`config.mk`:
```
export PLATFORM = sky130hd
export DESIGN_NAME = seq_dump
export DESIGN_NICKNAME = d
export VERILOG_FILES = /design/src/rtl/seq_dump_pkg.sv /design/src/rtl/seq_dump_uart_tx.sv /design/src/rtl/seq_dump.sv
export SDC_FILE = /design/constraint.sdc
export NUM_CORES = 1
export LEC_CHECK = 0
export CAP_MARGIN = 20
export CORE_MARGIN = 10
export CORE_UTILIZATION = 30
export CTS_BUF_LIST = sky130_fd_sc_hd__clkbuf_8 sky130_fd_sc_hd__clkbuf_16
export DETAILED_ROUTE_END_ITERATION = 7
export SLEW_MARGIN = 25
export SYNTH_ARGS = -nofsm -noshare
export SYNTH_HDL_FRONTEND = slang
export SYNTH_SLANG_ARGS = --single-unit
```
`constraint.sdc`:
```
create_clock -name clk -period 3 [get_ports clk]
set_clock_uncertainty 0.05 [all_clocks]
set_input_delay 0.3 -clock clk [delete_from_list [all_inputs] [get_ports clk]]
set_output_delay 0.3 -clock clk [all_outputs]
set_load 0.01 [all_outputs]
```
`src/rtl/seq_dump_pkg.sv`:
```
// seq_dump_pkg: ASCII constants, FSM encoding and hex helper shared by the dump logic
package seq_dump_pkg;
   localparam int DEF_CLKS_PER_BIT = 104;
   localparam logic [7:0] ASCII_0  = 8'h30;
   localparam logic [7:0] ASCII_A  = 8'h41;
   localparam logic [7:0] ASCII_CR = 8'h0D;
   localparam logic [7:0] ASCII_LF = 8'h0A;
   typedef enum logic [3:0] {
      IDLE, FETCH, WAIT_DATA, SEND, WAIT_TX, SEND_CR, WAIT_CR, SEND_LF, WAIT_LF
   } state_t;
   function automatic logic [7:0] hex_char(input logic [3:0] v);
      return (v < 4'd10) ? ASCII_0 + {4'd0, v} : ASCII_A + {4'd0, v} - 8'd10;
   endfunction
endpackage

```
`src/rtl/seq_dump_uart_tx.sv`:
```
// uart_tx: 8N1 serialiser; tx_done marks the final cycle of the stop bit
module uart_tx import seq_dump_pkg::*; #(
   parameter int CLKS_PER_BIT = DEF_CLKS_PER_BIT
) (
   input  logic       clk,
   input  logic       rst_btn,
   input  logic       tx_start,
   input  logic [7:0] tx_data,
   output logic       tx_done,
   output logic       tx_busy,
   output logic       tx
);
   localparam int CW = $clog2(CLKS_PER_BIT);
   localparam logic [CW-1:0] LAST = CW'(CLKS_PER_BIT - 1);
   localparam logic [CW-1:0] PRE  = CW'(CLKS_PER_BIT - 2);
   logic [CW-1:0] cnt;
   logic [3:0]    idx;
   logic [7:0]    shreg;
   // idx counts bits already started: 0 = start bit, 1..8 = data, 9 = stop
   always_ff @(posedge clk) begin
      if (!rst_btn) begin
         tx      <= 1'b1;
         tx_busy <= 1'b0;
         tx_done <= 1'b0;
         cnt     <= '0;
         idx     <= '0;
         shreg   <= '0;
      end else begin
         tx_done <= tx_busy && idx == 4'd9 && cnt == PRE;
         if (!tx_busy) begin
            if (tx_start) begin
               tx_busy <= 1'b1;
               tx      <= 1'b0;
               shreg   <= tx_data;
               cnt     <= '0;
               idx     <= '0;
            end
         end else if (cnt != LAST) begin
            cnt <= cnt + 1'b1;
         end else begin
            cnt <= '0;
            if (idx == 4'd9) begin
               tx_busy <= 1'b0;
               tx      <= 1'b1;
            end else begin
               idx <= idx + 1'b1;
               tx  <= (idx == 4'd8) ? 1'b1 : shreg[idx[2:0]];
            end
         end
      end
   end
endmodule

```
`src/rtl/seq_dump.sv`:
```
// seq_dump: walks the step memory and sends each step as a hex character, then CR LF
module seq_dump import seq_dump_pkg::*; #(
   parameter int CLKS_PER_BIT = DEF_CLKS_PER_BIT,
   parameter int NUM_STEPS    = 8,
   parameter int ADDR_WIDTH   = 3,
   parameter int DATA_WIDTH   = 2
) (
   input  logic                  clk,
   input  logic                  rst_btn,
   input  logic                  dump_req,
   input  logic [DATA_WIDTH-1:0] mem_r_data,
   output logic                  mem_r_en,
   output logic [ADDR_WIDTH-1:0] mem_r_addr,
   output logic                  busy,
   output logic                  tx
);
   localparam logic [ADDR_WIDTH-1:0] LAST_STEP = ADDR_WIDTH'(NUM_STEPS - 1);
   state_t                state;
   logic [ADDR_WIDTH-1:0] step;
   logic                  req_q;
   logic                  tx_start;
   logic [7:0]            tx_data;
   logic                  tx_done;
   logic                  uart_busy;
   uart_tx #(.CLKS_PER_BIT(CLKS_PER_BIT)) u_uart (
      .clk(clk), .rst_btn(rst_btn), .tx_start(tx_start), .tx_data(tx_data),
      .tx_done(tx_done), .tx_busy(uart_busy), .tx(tx)
   );
   // Requests are only latched while idle, so pulses during a dump are dropped
   always_ff @(posedge clk) begin
      if (!rst_btn) begin
         state      <= IDLE;
         busy       <= 1'b0;
         mem_r_en   <= 1'b0;
         mem_r_addr <= '0;
         step       <= '0;
         req_q      <= 1'b0;
         tx_start   <= 1'b0;
         tx_data    <= '0;
      end else begin
         req_q    <= dump_req && state == IDLE && !req_q;
         tx_start <= 1'b0;
         mem_r_en <= 1'b0;
         case (state)
            IDLE: if (req_q && !uart_busy) begin
               state      <= FETCH;
               busy       <= 1'b1;
               step       <= '0;
               mem_r_en   <= 1'b1;
               mem_r_addr <= '0;
            end
            FETCH: state <= WAIT_DATA;
            WAIT_DATA: begin
               tx_data  <= hex_char(4'(mem_r_data));
               tx_start <= 1'b1;
               state    <= SEND;
            end
            SEND: state <= WAIT_TX;
            WAIT_TX: if (tx_done) begin
               if (step == LAST_STEP) begin
                  tx_data  <= ASCII_CR;
                  tx_start <= 1'b1;
                  state    <= SEND_CR;
               end else begin
                  step       <= step + 1'b1;
                  mem_r_addr <= step + 1'b1;
                  mem_r_en   <= 1'b1;
                  state      <= FETCH;
               end
            end
            SEND_CR: state <= WAIT_CR;
            WAIT_CR: if (tx_done) begin
               tx_data  <= ASCII_LF;
               tx_start <= 1'b1;
               state    <= SEND_LF;
            end
            SEND_LF: state <= WAIT_LF;
            WAIT_LF: if (tx_done) begin
               busy  <= 1'b0;
               state <= IDLE;
            end
            default: state <= IDLE;
         endcase
      end
   end
endmodule

```
[After elaboration in Yosys (flattened, before gate mapping)]
Index checks and enable logic that the tools add are counted.
Widths: inputs -> output; s select.
Word-level totals
  flip-flop bits (word level): 41
  latch bits: 0
  RAM bits: 0
  bits in read-only memories: 0
  bits of input ports: 5
  output and inout bits: 6
  logic and storage cells: 106
  memories: 0
Cells by class
  $add $sub $neg: 6
  multipliers: 0
  divide/modulo/power cells: 0
  $lt $le $gt $ge: 2
  eq/ne operators: 21
  shift-type cells: 0
  multiplexer cells: 44
  bitwise gates (word level): 1
  reductions and logical operators: 19
Operator list (count)
  $pmux 4 s9: 1
  $mux 4: 8
  $mux 8: 4
  $pmux 8 s3: 1
  $mux 7: 3
  $mux 1: 18
  $eq 4x3->1 const B: 4
  $eq 4x4->1 const B: 3
  $mux 3: 4
  $reduce_and 4->1: 3
  $add 7x2->8 const A: 1
  $eq 4x2->1 const B: 2
  $ne 2x1->1 const B: 4
  $ne 2x2->1 const B: 4
  $sub 8x4->8 const B: 1
  $add 6x2->7 const A: 1
  $add 7x1->7 const B: 1
  $eq 7x7->1 const B: 1
  $ne 7x7->1 const B: 1
  $pmux 3 s2: 1
  $reduce_and 3->1: 2
  $reduce_bool 2->1: 3
  $logic_and 1x1->1: 5
  $add 4x1->4 const B: 1
  other kinds (13): 16

[Depth between registers and ports, before layout]
Gate-level depths: netlist (run 1).
  word-level depth: 6
  gate-level depth with buffers: 6
  gate-level depth less buffers: 6

[Cells and area by module]
Synthesis (run 1) repeated with hierarchy kept, for this count alone.
Second synthesis, totals
  cells, all modules: 209
  area, all modules: 1880.6 um^2
Modules (own cells, without submodules)
  uart_tx: instances 1, cells each 132, area an instance 1128.6 um^2
  seq_dump: instances 1, cells each 77, area an instance 752.0 um^2

[Least setup slack after synthesis (run 1)]
No wires, ideal clock.
  kind: register -> register
  from: reg step[0]
  to: reg tx_data[1]
  setup time: 0.128 ns
  data arrival time: 1.448 ns
  data required time: 2.822 ns
  path slack: 1.375 ns
  cell stages (with the launch flop): 7
  buffers on the path: 0
  period minus slack after synthesis: 1.625 ns
  path through: dfxtp_1 > ha_1 > ha_1 > a21oi_1 > or4_1 > a32oi_1 > nor2_1
Between the ends
  cells in the longest elaborated chain, start to end: 3
Ends and longest elaborated chain
  start, declared: RTL line seq_dump.sv:19  | logic [ADDR_WIDTH-1:0] step;
  start signal, assigned: RTL line seq_dump.sv:65  | step <= step + 1'b1;
  $eq 3x3->1: RTL line seq_dump.sv:60  | if (step == LAST_STEP) begin
  $ne 2x2->1 (no source line)
  $reduce_and 4->1 (no source line)
  end signal, assigned: RTL line seq_dump.sv:54  | tx_data <= hex_char(4'(mem_r_data));
  end, declared: RTL line seq_dump.sv:22  | logic [7:0] tx_data;
No other way between the ends.
A chain may end at the register's enable or synchronous reset.

[Worst setup path in the final report (run 1)]
  from: reg u_uart.tx_busy
  to: reg u_uart.idx[2]
Between the ends
  cells in the longest elaborated chain, start to end: 2
  elaborated cells between the ends (all ways): 5
Ends and longest elaborated chain
  start, declared: RTL line seq_dump_uart_tx.sv:10  | output logic tx_busy,
  start signal, assigned: RTL line seq_dump_uart_tx.sv:23  | tx_busy <= 1'b0;
  start signal, assigned: RTL line seq_dump_uart_tx.sv:32  | tx_busy <= 1'b1;
  start signal, assigned: RTL line seq_dump_uart_tx.sv:43  | tx_busy <= 1'b0;
  $ne 2x2->1 (no source line) / $reduce_bool 2->1 (equally long branches)
  $reduce_and 3->1 (no source line)
  end signal, assigned: RTL line seq_dump_uart_tx.sv:46  | idx <= idx + 1'b1;
  end, declared: RTL line seq_dump_uart_tx.sv:17  | logic [3:0] idx;
Parallel ways exist; a longest one is shown, timed or not.

==> results of run 1 <==
==> power groups by stage <==
stage | logic [W] | clock network, W | registers (W)
CTS | 0.000346 | 0.000385 | 0.000598
global placement | 0.000345 | 0 | 0.000609
detailed placement | 0.000345 | 0 | 0.000610
floorplan | 0.000289 | 0 | 0.000566
finish | 0.000344 | 0.000368 | 0.000598
global route | 0.000392 | 0.000406 | 0.000611
==> stage by stage <==
stage / hold WS, ns / utilization, % / worst slack, ns / cells
after global routing: 0.417 / 35.6 / 1.06 / 277
after floorplan: 0.349 / - / 1.37 / 194
after CTS: 0.385 / 35.6 / 1.20 / 277
after detailed placement: 0.373 / 33.7 / 1.03 / 269
after global placement: 0.374 / 33.7 / 1.09 / 269
final: 0.381 / 35.6 / 1.19 / 277
==> critical path, stage by stage (launching register included) <==
cell and delay (ns):
dfxtp_1 0.62, clkinv_1 0.38, nand2_1 0.30, nand3_1 0.11, o41ai_1 0.25
==> flip-flops by register name (all words and copies together) (netlist names) <==
name            count
u_uart.tx           1
state               4
req_q               1
tx_start            1
busy                1
u_uart.tx_done      1
u_uart.shreg        5
tx_data             5
mem_r_en            1
u_uart.idx          4
u_uart.tx_busy      1
step                3
u_uart.cnt          7
==> worst max path at each step <==
stage | from | end | slack, ns | cells after the start
floorplan | step[0] | tx_data[1] | 1.37 | 6
global placement | rst_btn | state[2] | 1.09 | 4
detailed placement | rst_btn | state[2] | 1.03 | 4
CTS | u_uart.tx_busy | u_uart.idx[2] | 1.20 | 4
global route | u_uart.tx_busy | u_uart.idx[2] | 1.06 | 4
finish | u_uart.tx_busy | u_uart.idx[2] | 1.19 | 4
==> cell families (layout without fill, tap and decap cells) <==
| family | after synthesis | count (layout) | share of synthesized area (%) |
|---|---|---|---|
| DFF | 35 | 35 | 41.5 |
| adders and majority gates | 7 | 7 | 5.19 |
| and+or+nand+nor | 81 | 81 | 26.0 |
| muxes | 5 | 5 | 3.78 |
| buffers and inverters | 16 | 27 | 4.01 |
| AOI/OAI and AO/OA | 49 | 49 | 18.9 |
| xor gates and xnor gates | 1 | 1 | 0.519 |
==> layout make-up <==
class / count / area, sq um / share of cell area, %
multi-input combinational: 143 / 918 / 47.2
sequential: 35 / 701 / 36.0
timing repair buffer: 11 / 108 / 5.53
tap: 72 / 90.1 / 4.63
clock buffer: 6 / 82.6 / 4.24
inverter: 8 / 30.0 / 1.54
clock inverter: 2 / 16.3 / 0.836
==> layout by cell type, fill, tap and decap left out, types with 2 or more instances in the layout <==
| cell | instances |
|---|---|
| and3_1 | 3 |
| clkdlybuf4s50_1 | 10 |
| nand3_1 | 8 |
| clkbuf_8 | 6 |
| nand4b_1 | 4 |
| nand2b_1 | 4 |
| or3_1 | 3 |
| o21a_1 | 2 |
| a21oi_1 | 20 |
| and2_1 | 2 |
| nor2_1 | 12 |
| a31oi_1 | 3 |
| a211oi_1 | 2 |
| nand2_1 | 23 |
| mux2i_1 | 3 |
| inv_1 | 7 |
| ha_1 | 7 |
| dfxtp_1 | 35 |
| nand3b_1 | 4 |
| o21ai_0 | 8 |
| o41ai_1 | 2 |
| nand4_1 | 3 |
| nor2b_1 | 3 |
| nor3_1 | 6 |
==> routing by layer <==
layer	GRT usage (%)	vias to the layer above	share of wire, %
li1	-	721	-
met1	11.8	666	48
met2	13.4	32	47
met3	3.25	2	4.3
met4	3.12	0	0.22
met5	0	-	0
==> flow_summary.toml, run 1 <==
[logic_synthesis]
synth_cell_types = 47
syn_inst = 194
synth_area_per_cell_sq_um = 8.69
netlist_top_cells_area = "dfxtp_1, a21oi_1, ha_1, nand2_1, nor2_1"
ys_warn_count = 0
syn_nets = 206
yosys.area.top_type = "dfxtp_1"
synth_most_common_cell = "dfxtp_1"
synth_ff_type = "dfxtp_1"
yosysSeqAreaShare_pct = 41.5
syn_area_sq_um = 1690
synthTopCellsByCount = "dfxtp_1, nand2_1, a21oi_1, nor2_1"
synth_top_area_share_pct = 41.5
synthArstFlopShare_pct = 0
synth-edff-count = 0
ys_ff_latch = 35

[routing]
route.detailed.drc = 0
dr.pass1.iters = 4
drt_iter0_markers = 82
num_vias = 1421
drt-total-wl_um = 3620
vias_per_cell = 5.13
wl_per_cell_um = 13.1
ant_nets = 0

[critical_path]
end_kind = "register"
crit_path_max_fanout = 12
required_ns = 3.14
cp_data_arrival_time_ns = 1.95
crit_path_start_kind = "register"
path_class = "register to register"
ff2ff_setup_slack_ns = 1.19
r2r-start = "u_uart.tx_busy"
rr_endpoint = "u_uart.idx[2]"
reg2reg_depth = 4

[pwr]
netSwitchingPower_w = 0.000454
p_leak_nw = 0.669
sw_frac_of_total_pct = 34.7
power.total_w = 0.00131
vdd_ir_drop_max_uv = 421
powerDensity_nw_per_um2 = 673
power_frac_comb_pct = 26.3
p_seq_share_pct = 45.7
internal-power_w = 0.000856
clockPowerShare_pct = 28.1

[die]
rows = 27
dieHeight_um = 95.0
die_area_sq_um = 9020
die_w_um = 95.0
pin_count = 11
core-area_sq_um = 5470
initial_core_util_pct = 30.8

[sta]
fin_tns_setup_ns = 0
tightest_slew_ns = 0.533
min_period_ns = 1.81
fmax_ghz = 0.552
hold_viol = 0
max_slew_margin_pct = 64.3
rsz0062_at_grt = "no"
setup_viol = 0
period_share_pct = 60.4
drv_slew = 0

[global_route]
grt_max_degree = 22
grt_overflow_total = 0
grtUsageTotal_pct = 9.06
grt_pass1_wl_um = 6490
grt_pass1_vias = 1349
antenna_found_initial = 0

[clock_network]
cts_buffers = 5
htreeDepth = 2
ctsResizeCount = 0
path_clk_slew_ns = 0.08
cts_root_buf = "clkbuf_8"
cts_tree = "done"
cts.sink_count = 35
clock_latency_ns = 0.29
postCtsHoldBufs = 0
clockBufferDepth = 2
post_cts_buffers = 0

[final_layout]
diodes = 0
drive_above_1_share_pct = 7.32
fillers = 570
finish.instance_area_sq_um = 1950
nets = 216
syn_to_final_growth_pct = 15.4

[min_path]
whs_path_depth = 1
hold_start = "req_q"
worstHoldPathType = "register to register"
min_to = "req_q"

[placed_design]
portBuffers = 10
place_area_sq_um = 1850
gp_routability_congestion = 0.808
dp_hpwl_um = 2590

[outcome]
status = "completed"

[run]
maxCapViolCount = 0
Power figures use the tool's default switching activity.
==> run 2, diff against run 1 <==
- clock period: 3 -> 1.64 ns (I/O delays scaled with it)
==> flow_summary.toml, run 2 (same netlist as run 1, synthesis figures left out) <==
[critical_path]
cp_data_arrival_time_ns = 1.68
crit_path_start_kind = "register"
path_cells = "ha_1, ha_1, a21oi_1, or4_4, a32oi_1, nor2_1"
crit_path_max_fanout = 4
end_kind = "register"
cp_slowest_cell = "or4_4"
path_class = "register to register"
slowest_delay_ns = 0.45
required_ns = 1.75
cpMostUsedCell = "ha_1"

[pwr]
power.total_w = 0.00247
powerDensity_nw_per_um2 = 1180
p_leak_nw = 0.770
vdd_ir_drop_max_uv = 655

[global_route]
grt_pass1_vias = 1492
grt_overflow_total = 0
grt_max_degree = 22
antenna_found_initial = 0
grt_pass1_wl_um = 6730
grtUsageTotal_pct = 9.15

[final_layout]
syn_to_final_growth_pct = 24.0
nets = 236
drive_above_1_share_pct = 16.9
largest_reg_flops = 7
fillers = 574
top_register = "u_uart.cnt"
layout.area.seq_sq_um = 702
multi_input_area_sq_um = 927
reg_top3 = "u_uart.cnt: 7 flops, tx_data: 5 flops, u_uart.shreg: 5 flops"
layout_common_cells = "dfxtp_1, nand2_1, buf_4"
final_common_cell = "dfxtp_1"
diodes = 0
finish.instance_area_sq_um = 2090

[sta]
drv_slew = 0
min_period_ns = 1.57
max_slew_margin_pct = 76.6
fmax_ghz = 0.637
period_share_pct = 95.7
hold_viol = 0
tightest_slew_ns = 0.350
rsz0062_at_grt = "yes"
setup_viol = 0

[die]
core-area_sq_um = 5470
initial_core_util_pct = 30.8
pin_count = 11
die_area_sq_um = 9020
rows = 27
dieHeight_um = 95.0
die_w_um = 95.0

[min_path]
worstHoldPathType = "register to register"

[clock_network]
cts.sink_count = 35
cts_tree = "done"
cts_buffers = 5
cts_root_buf = "clkbuf_8"
postCtsHoldBufs = 0
path_clk_slew_ns = 0.08
clock_latency_ns = 0.28
clockBufferDepth = 2
post_cts_buffers = 0
htreeDepth = 2

[placed_design]
gp_routability_congestion = 0.893
place_area_sq_um = 2000
portBuffers = 10
dp_hpwl_um = 2820

[routing]
ant_nets = 0
drt_iter0_markers = 66
drt-total-wl_um = 3800
num_vias = 1492
vias_per_cell = 5.02
wl_per_cell_um = 12.8
route.detailed.drc = 0
dr.pass1.iters = 4

[run]
maxCapViolCount = 0

[outcome]
status = "completed"
==> run 2: cell count changes in the layout (fill, tap and decap cells not counted), sizes merged <==
cell,previous run,this run
clkbuf,6,5
buf,1,21
inv,7,8
==> run 2: layout make-up <==
class / instances / share of cell area (%)
clock buffers: 5 / 3.29
clock inverters: 3 / 0.778
inverters: 8 / 1.44
multi-input cells: 143 / 44.3
flip-flops and latches: 35 / 33.6
well taps: 72 / 4.31
repair buffers: 31 / 12.3
==> run 2: repair_timing <==
item,CTS,global route
setup endpoints to repair,1,7
gates resized for setup,1,5
cloned,0,0
==> run 2: worst paths after layout <==
kind / start / end / slack, ns / cells past startpoint
min reg2reg: req_q / req_q / 0.38 / 1
min: req_q / req_q / 0.38 / 1
max reg2reg: step[0] / tx_data[1] / 0.07 / 6
max: step[0] / tx_data[1] / 0.07 / 6
==> run 2: per-layer routing <==
metal	GRT usage (%)	wire (um)	vias to the layer above
li1	-	-	769
met1	10.9	1820	690
met2	15.0	1760	27
met3	2.30	148	6
met4	4.36	65	0
met5	0	0	-
==> run 2: critical path: cells and delay by family (launching register included) <==
kind	cells	cell delay, ns
AOI/OAI and AO/OA	2	0.24
adders and majority gates	2	0.33
DFF	1	0.34
and+or+nand+nor	2	0.50
==> run 2: stage by stage <==
stage	setup TNS, ns	setup slack (ns)	utilization [%]	cells	hold slack, ns
after floorplan	0	0.0146	-	194	0.253
after global placement	0	0.0640	36.5	289	0.361
after detailed placement	0	0.0143	36.5	289	0.366
after CTS	0	0.00413	38.1	297	0.379
after global routing	-0.0396	-0.0396	38.2	297	0.412
final	0	0.0705	38.2	297	0.379
==> run 2: power by group <==
group	internal, W	switching, W	total, W
registers	0.000960	0.0000943	0.00105
clock network	0.000291	0.000309	0.000600
logic	0.000373	0.000441	0.000814
==> run 3, diff against run 2 <==
- ABC_CLOCK_PERIOD_IN_PS: not set -> 1640
- CELL_PAD_IN_SITES_DETAIL_PLACEMENT: not set -> 0
- CELL_PAD_IN_SITES_GLOBAL_PLACEMENT: not set -> 1
- DONT_BUFFER_PORTS: not set -> 1
- PLACE_DENSITY_LB_ADDON: not set -> 0.1
==> flow_summary.toml, run 3 (same netlist as run 1, synthesis figures left out) <==
[die]
die_w_um = 95.0
dieHeight_um = 95.0
die_area_sq_um = 9020
initial_core_util_pct = 30.8
rows = 27
core-area_sq_um = 5470
pin_count = 11

[sta]
period_share_pct = 95.1
rsz0062_at_grt = "yes"
drv_slew = 0
min_period_ns = 1.56
max_slew_margin_pct = 60.5
hold_viol = 0
fmax_ghz = 0.641
tightest_slew_ns = 0.590
timing.hold.ws_ns = 0.0357
setup_viol = 0
fin_tns_setup_ns = 0
worst_slack_ns = 0.0810

[final_layout]
multi_input_area_sq_um = 957
largest_reg_flops = 7
top_register = "u_uart.cnt"
layout.area.seq_sq_um = 706
drive_above_1_share_pct = 23.3
diodes = 0
syn_to_final_growth_pct = 24.0
reg_top3 = "u_uart.cnt: 7 flops, tx_data: 5 flops, u_uart.shreg: 5 flops"
final_common_cell = "dfxtp_1"
nets = 234
fillers = 581
layout_common_cells = "dfxtp_1, buf_4, nand2_1"

[placed_design]
portBuffers = 0
dp_hpwl_um = 3110
gp_routability_congestion = 0.801
preCtsSetupSlack_ns = -0.0141

[clock_network]
htreeDepth = 2
cts_buffers = 5
cts_tree = "done"
post_cts_buffers = 0
path_clk_slew_ns = 0.08
clock_latency_ns = 0.29
cts.sink_count = 35
clockBufferDepth = 2
cts_root_buf = "clkbuf_8"

[critical_path]
rr_endpoint = "tx_data[1]"
end_kind = "register"
crit_path_max_fanout = 4
path_buf_inv = 0
crit_path_start_kind = "register"
critical-path-top-delay-family = "simple AND/OR/NAND/NOR gates"
reg2reg_depth = 6
r2r-start = "step[1]"
ff2ff_setup_slack_ns = 0.08
cp_slowest_cell = "or4_4"
required_ns = 1.77
path_cells = "ha_2, ha_4, a21oi_1, or4_4, a32oi_2, nor2_1"
slowest_delay_ns = 0.45
path_class = "register to register"
cp_data_arrival_time_ns = 1.69

[pwr]
power.total_w = 0.00247
p_leak_nw = 0.774
vdd_ir_drop_max_uv = 495
powerDensity_nw_per_um2 = 1180

[routing]
num_vias = 1536
drt-total-wl_um = 4300
ant_nets = 0
route.detailed.drc = 0
vias_per_cell = 5.21
wl_per_cell_um = 14.6
dr.pass1.iters = 4
drt_iter0_markers = 52

[global_route]
antenna_found_initial = 0
grtUsageTotal_pct = 10.7
grt_overflow_total = 0
grt_pass1_vias = 1555
grt_pass1_wl_um = 7630
grt_max_degree = 22

[min_path]
whs_path_depth = 1
hold_start = "rst_btn"
worstHoldPathType = "primary input to register"
min_to = "state[3]"

[outcome]
status = "completed"

[run]
maxCapViolCount = 0
run 3: changes by cell type in the layout (fill, tap and decap cells not counted), sizes merged:
cell           delta
dlygate4sd3       +3
buf               +5
clkdlybuf4s50    -10
clkinv            +2
clkinvlp          -1
inv               -1
run 3: area by class of cell:
cell class                 instances  share of cell area [%]
multi-input combinational        143                    45.8
tap                               72                    4.31
clock inverter                     3                   0.718
timing repair buffer              29                    10.8
sequential                        35                    33.7
inverter                           8                    1.44
clock buffer                       5                    3.29
run 3: how the worst max path moves through the flow:
stage	cells after the start	start	slack, ns	end
2_1_floorplan	6	step[0]	0.01	tx_data[1]
6_report	6	step[1]	0.08	tx_data[1]
3_5_place_dp	5	u_uart.cnt[0]	-0.01	u_uart.idx[3]
5_1_grt	6	step[1]	-0.002	tx_data[1]
4_1_cts	6	step[1]	0.02	tx_data[1]
3_3_place_gp	5	u_uart.cnt[0]	0.04	u_uart.idx[3]
run 3: worst register-to-register path: stages (launching register included):
cell and delay (ns):
dfxtp_2 0.34, ha_2 0.19, ha_4 0.14, a21oi_1 0.06, or4_4 0.46, a32oi_2 0.16
nor2_1 0.05
run 3: per-layer routing:
layer  vias to the layer above  global-route usage (%)  wire length (um)
met5                         -                       0                 0
met4                         0                    4.61                72
met3                         7                    4.20               263
met2                        37                    16.9              1960
met1                       729                    12.7              2000
li1                        763                       -                 -
run 3: metrics by stage:
stage               std cells  util (%)  area, sq um
global placement          284      35.3         1930
finish                    295      38.2         2090
floorplan                 194         -         1690
global route              295      38.2         2090
CTS                       295      37.6         2060
detailed placement        284      35.3         1930
run 3: what timing repair did:
action,4_1_cts,5_1_grt
endpoints found under the hold margin,12,0
setup endpoints to repair,3,7
hold buffers,3,0
cloned,0,0
gates resized for setup,3,12
run 3: where the power goes:
part           total (W)  leakage (nW)  switching [W]  internal [W]
logic           0.000758         0.441       0.000421      0.000337
registers        0.00109         0.285       0.000124      0.000961
clock network   0.000623        0.0477       0.000332      0.000291
